**config.mk**
```make
export PLATFORM = sky130hd
export DESIGN_NAME = data_mem_ctrl
export DESIGN_NICKNAME = d
export VERILOG_FILES = /design/src/rtl/data_mem_ctrl.sv
export SDC_FILE = /design/constraint.sdc
export NUM_CORES = 2
export LEC_CHECK = 0
export ABC_CLOCK_PERIOD_IN_PS = 8500
export BUFFER_PORTS_ARGS = -buffer_cell sky130_fd_sc_hd__buf_2
export CAP_MARGIN = 10
export CORE_UTILIZATION = 40
export DETAILED_ROUTE_END_ITERATION = 8
export PLACE_DENSITY = 0.63
export SYNTH_ARGS = -nofsm -noshare
export SYNTH_HDL_FRONTEND = slang
export SYNTH_HIERARCHICAL = 1
export SYNTH_SLANG_ARGS = --single-unit
export TNS_END_PERCENT = 100
```
**constraint.sdc**
```tcl
create_clock -name clk -period 8.5 [get_ports clk]
set_clock_uncertainty 0.05 [all_clocks]
set_input_delay 1.7 -clock clk [delete_from_list [all_inputs] [get_ports clk]]
set_output_delay 1.7 -clock clk [all_outputs]
set_load 0.05 [all_outputs]
```
**src/rtl/data_mem_ctrl.sv**
```systemverilog
// data_mem_ctrl: word-organised, byte-addressed data memory for the multicycle core.
// RV32I load/store sizes with sign/zero extension, valid/ready request handshake,
// WAIT_CYCLES extra access cycles, and a one-word-per-cycle clear after reset.
// Build option: define MEM_MISALIGN_TRAP_EN to fault on misaligned accesses;
// otherwise misaligned addresses are aligned down and complete normally.

// One byte lane of storage: single index shared by the read and write paths.
module data_mem_lane #(
  parameter int AW = 6
) (
  input  logic          clk,
  input  logic          we,
  input  logic [AW-1:0] idx,
  input  logic [7:0]    wdata,
  output logic [7:0]    rdata
);
  logic [7:0] mem [2**AW];

  // byte write; the read is combinational and registered by the controller
  always_ff @(posedge clk) if (we) mem[idx] <= wdata;

  assign rdata = mem[idx];
endmodule

module data_mem_ctrl #(
  parameter int ADDR_W      = 8,
  parameter int WAIT_CYCLES = 1
) (
  input  logic        clk,
  input  logic        reset,
  input  logic        req_valid,
  output logic        req_ready,
  input  logic        req_write,
  input  logic [2:0]  req_funct3,
  input  logic [31:0] req_addr,
  input  logic [31:0] req_wdata,
  output logic        rsp_valid,
  output logic [31:0] rsp_rdata,
  output logic        rsp_fault,
  output logic        init_done
);
  localparam int NUM_LANES = 4;
  localparam int AW        = ADDR_W - 2;

  typedef enum logic [2:0] {S_INIT, S_IDLE, S_WAIT, S_ACCESS, S_RESP} state_t;

  typedef struct packed {
    logic              write;
    logic [2:0]        funct3;
    logic [ADDR_W-1:0] addr;
    logic [31:0]       wdata;
  } req_t;

  state_t                         state, state_nx;
  req_t                           req_q;
  logic [AW-1:0]                  clr_ptr;
  logic [3:0]                     wcnt;
  logic [NUM_LANES-1:0]           lane_we, be;
  logic [NUM_LANES-1:0][7:0]      lane_wd, lane_rd;
  logic [AW-1:0]                  lane_idx;
  logic [1:0]                     sz, lane;
  logic                           illegal, fault;
  logic [31:0]                    rword, wd32, ld, rdata_nx;
  logic [15:0]                    sh;
  logic                           addr_unused;

  // upper address bits are ignored: addresses wrap modulo 2^ADDR_W
  assign addr_unused = ^req_addr[31:ADDR_W];

  assign sz       = req_q.funct3[1:0];
  assign lane_idx = (state == S_INIT) ? clr_ptr : req_q.addr[ADDR_W-1:2];
  assign rword    = lane_rd;
  assign sh       = 16'(rword >> {lane, 3'b000});
  assign illegal  = (sz == 2'd3) || (req_q.funct3 == 3'b110) || (req_q.write && req_q.funct3[2]);

  // access decode: fault, effective lane, byte enables, store data and load extraction
  always_comb begin
`ifdef MEM_MISALIGN_TRAP_EN
    lane  = req_q.addr[1:0];
    fault = illegal || (sz == 2'd1 && req_q.addr[0]) || (sz == 2'd2 && req_q.addr[1:0] != 2'b00);
`else
    lane  = (sz == 2'd0) ? req_q.addr[1:0] : (sz == 2'd1) ? {req_q.addr[1], 1'b0} : 2'b00;
    fault = illegal;
`endif
    be   = 4'b1111;
    wd32 = req_q.wdata;
    ld   = rword;
    case (sz)
      2'd0: begin
        be   = 4'b0001 << lane;
        wd32 = {4{req_q.wdata[7:0]}};
        ld   = req_q.funct3[2] ? {24'h0, sh[7:0]} : {{24{sh[7]}}, sh[7:0]};
      end
      2'd1: begin
        be   = 4'b0011 << lane;
        wd32 = {2{req_q.wdata[15:0]}};
        ld   = req_q.funct3[2] ? {16'h0, sh} : {{16{sh[15]}}, sh};
      end
      default: ;
    endcase
    rdata_nx = (fault || req_q.write) ? 32'h0 : ld;
  end

  genvar gi;
  generate
    for (gi = 0; gi < NUM_LANES; gi++) begin : g_lane
      // clear writes zero during INIT; a store only writes on its ACCESS edge
      assign lane_we[gi] = reset && ((state == S_INIT) ||
                           (state == S_ACCESS && req_q.write && !fault && be[gi]));
      assign lane_wd[gi] = (state == S_INIT) ? 8'h00 : wd32[8*gi +: 8];
      data_mem_lane #(.AW(AW)) u_lane (
        .clk   (clk),
        .we    (lane_we[gi]),
        .idx   (lane_idx),
        .wdata (lane_wd[gi]),
        .rdata (lane_rd[gi])
      );
    end
  endgenerate

  // state register, clear pointer, request capture, wait counter, response registers
  always_ff @(posedge clk) begin
    if (!reset) begin
      state     <= S_INIT;
      clr_ptr   <= '0;
      wcnt      <= '0;
      req_q     <= '0;
      init_done <= 1'b0;
      rsp_rdata <= 32'h0;
      rsp_fault <= 1'b0;
    end else begin
      state <= state_nx;
      if (state == S_INIT) begin
        clr_ptr <= clr_ptr + 1'b1;
        if (clr_ptr == '1) init_done <= 1'b1;
      end
      if (state == S_IDLE && req_valid) begin
        req_q <= '{write: req_write, funct3: req_funct3,
                   addr: req_addr[ADDR_W-1:0], wdata: req_wdata};
        wcnt  <= 4'(WAIT_CYCLES - 1);
      end
      if (state == S_WAIT) wcnt <= wcnt - 1'b1;
      if (state == S_ACCESS) begin
        rsp_rdata <= rdata_nx;
        rsp_fault <= fault;
      end
    end
  end

  // next state and handshake outputs
  always_comb begin
    state_nx  = state;
    req_ready = 1'b0;
    rsp_valid = 1'b0;
    case (state)
      S_INIT:   if (clr_ptr == '1) state_nx = S_IDLE;
      S_IDLE: begin
        req_ready = 1'b1;
        if (req_valid) state_nx = (WAIT_CYCLES > 0) ? S_WAIT : S_ACCESS;
      end
      S_WAIT:   if (wcnt == 4'd0) state_nx = S_ACCESS;
      S_ACCESS: state_nx = S_RESP;
      S_RESP: begin
        rsp_valid = 1'b1;
        state_nx  = S_IDLE;
      end
      default:  state_nx = S_INIT;
    endcase
  end
endmodule

```
==> impl_metrics.tcl <==
set metrics [dict create \
    hold_ws_ps 405 \
    wl_met3_um 17900 \
    io_pins 107 \
    dieArea_mm2 0.216 \
    fp.dieH_um 465 \
    initial_core_util_pct 40.3 \
    clock_path_buffers 3 \
    postCtsResizedCells 0 \
    cp-end-kind "register" \
    ys_seq_area_share_pct 73.9 \
    ff2ff_setup_slack_ps 2210 \
    vias_per_cell 5.94 \
    wl_met2_um 112000 \
    clock.fmax_mhz 159 \
    cts_tree "yes" \
    place_hpwl_um 142000 \
    worstHoldPathType "reg -> reg" \
    drive_above_1_share_pct 14.3 \
    path_class "reg -> reg" \
    wl_per_cell_um 27.9 \
    yosys.area.top_type "edfxtp_1" \
    fin_tns_setup_ps 0 \
    drt_pass1_iterations 6 \
    timing.max_cap.violations 0 \
    numCtsBuffers 212 \
    first_iter_violations 5788 \
    finalCritPeriodShare_pct 74.0 \
    grt_usage_pct 21.0 \
    io_buffers 82 \
    ys_top_cells_by_count "edfxtp_1, nor2_1, nand2_1" \
    top_layer "met5" \
    critPathCapture "rsp_rdata[15]" \
    finalCoreUtilization_pct 45.2 \
    drt-total-wl_um 230000 \
    r2r-end "rsp_rdata[15]" \
    rsz0062_at_grt "false" \
    worst_pin_slew_ps 1230 \
    grt_pass1_vias 47900 \
    slew_viol_final 0 \
    clockRootBuffer "clkbuf_16" \
    ys_async_sr_fraction_pct 0 \
    fin_crit_ps 6290 \
    critPathArrivalTime_ps 6910 \
    grt_max_degree 116 \
    cts_setup_buffers 0 \
    synth.area.top_cells "edfxtp_1, mux4_2, mux2i_1, dfxtp_1, nor2_1" \
    placeableCoreArea_mm2 0.213 \
    htreeDepth 4 \
    cp_max_fo 35 \
    yosysMostFrequentCell "edfxtp_1" \
    rows 169 \
    power.density_mw_per_mm2 227 \
    routabilityCongestion 0.859 \
    setup_viol_count_final 0 \
    cp.required_ps 9120 \
    reg2regPathDepth 12 \
    synth_cell_type_count 72 \
    mappedNetlistNets 5294 \
    insertion_delay_ps 880 \
    met1_length_um 88900 \
    final_area_mm2 0.0960 \
    drc 0 \
    postPlaceCellArea_mm2 0.0892 \
    ys_warn_count 6 \
    netlist_area_mm2 0.0857 \
    synth_top_area_share_pct 71.8 \
    peakVddDrop_mv 0.174 \
    avgSynthCellArea_um2 16.4 \
    crit_path_start_kind "register" \
    dieWidth_um 465 \
    overflow 0 \
    antenna_left 0 \
    synth_edf_count 2048 \
    synth_ff_type "edfxtp_1" \
    r2r_start "state[0]" \
    leakage_uw 0.0331 \
    grt_antenna_before_repair 7 \
    grt_pass1_wl_um 334000 \
    cts.clk_slew.worst_paths_ps 60 \
    finalNetCount 5337 \
    netlist_instances 5220 \
    outcome "complete, no violations" \
    vias 49100 \
    hold_viol 0 \
    synth-seq-cells 2139 \
    cts_sinks 2139 \
    max_slew_margin_pct 16.6 \
    area_growth_pct 12.1 \
    cp-startpoint "state[0]" \
    cts_hold_buf 0 \
]
final cells by class:
class / instances / area, um^2
fill: 18200 / 116000
tap: 2821 / 3530
antenna: 3 / 7.51
clock inverter: 101 / 1040
inverter: 17 / 63.8
sequential: 2139 / 63300
multi-input combinational: 2693 / 20900
timing repair buffer: 200 / 1390
clock buffer: 292 / 5800
worst min path at each step:
stage	from	endpoint	slack (ps)	cells past startpoint
2_1_floorplan	req_q[34]	req_q[34]	380	2
3_3_place_gp	req_q[39]	req_q[39]	390	2
3_5_place_dp	req_q[23]	req_q[23]	400	2
4_1_cts	req_q[23]	req_q[23]	410	2
5_1_grt	req_q[20]	req_q[20]	420	2
6_report	req_q[23]	req_q[23]	400	2
stage by stage:
| stage | power (uW) | setup slack (ps) | instances |
|---|---|---|---|
| floorplan | 12400 | 3980 | 5220 |
| global placement | 12800 | 2390 | 7869 |
| detailed placement | 12800 | 2280 | 7869 |
| CTS | 21900 | 2290 | 8262 |
| global route | 22300 | 2000 | 8264 |
| finish | 21800 | 2210 | 8266 |
kinds of logic after synthesis:
| group | Yosys count | synth area share (%) |
|---|---|---|
| AO/OA/AOI/OAI | 1023 | 8.68 |
| XOR/XNOR | 6 | 0.0614 |
| adder cells (fa/ha/maj) | 3 | 0.0438 |
| buffers and inverters | 388 | 2.14 |
| flip-flops | 2139 | 73.9 |
| multiplexers | 507 | 8.49 |
| AND/OR/NAND/NOR | 1154 | 6.65 |
worst max-delay path, stage by stage (launching register included):
cell	delay (ps)
dfxtp_1	420
nor3_2	190
buf_4	400
buf_4	710
mux2_4	590
buf_4	490
nand3b_1	660
o2111ai_1	220
or4b_1	710
mux2i_1	220
and3b_1	200
a211oi_1	930
a221oi_1	190
power by group:
| part | internal, uW | switching (uW) |
|---|---|---|
| registers | 11400 | 8.50 |
| clock network | 5160 | 3980 |
| logic | 360 | 849 |
metal layers:
metal / vias to the layer above / global-route usage [%]
met2: 2309 / 34.3
met5: - / 0
met4: 4 / 10.3
li1: 21000 / -
met3: 462 / 3.01
met1: 25300 / 27.4
cell usage in the layout (no fill, tap or decap), types with 30 or more instances in the layout:
cell,n
a21oi_1,178
a221o_1,44
a221oi_1,85
a22o_1,47
a22oi_1,167
a31oi_1,61
and2_1,36
and3_1,37
buf_2,83
buf_4,109
clkbuf_1,63
clkbuf_16,214
clkinv_1,37
dfxtp_1,90
edfxtp_1,2048
mux2i_1,283
mux4_2,170
nand2_1,305
nand2b_1,98
nand3_1,35
nand3b_1,48
nor2_1,374
nor2b_1,30
o21ai_0,52
o221ai_1,36
o22a_1,45
o22ai_1,88
state kept, by name, indices dropped and copies added, names as in the netlist:
signal,flops
clr_ptr,6
g_lane.u_lane/mem,2048
init_done,1
req_q,44
rsp_fault,1
rsp_rdata,32
state,3
wcnt,4
(Power assumes the default switching activity.)
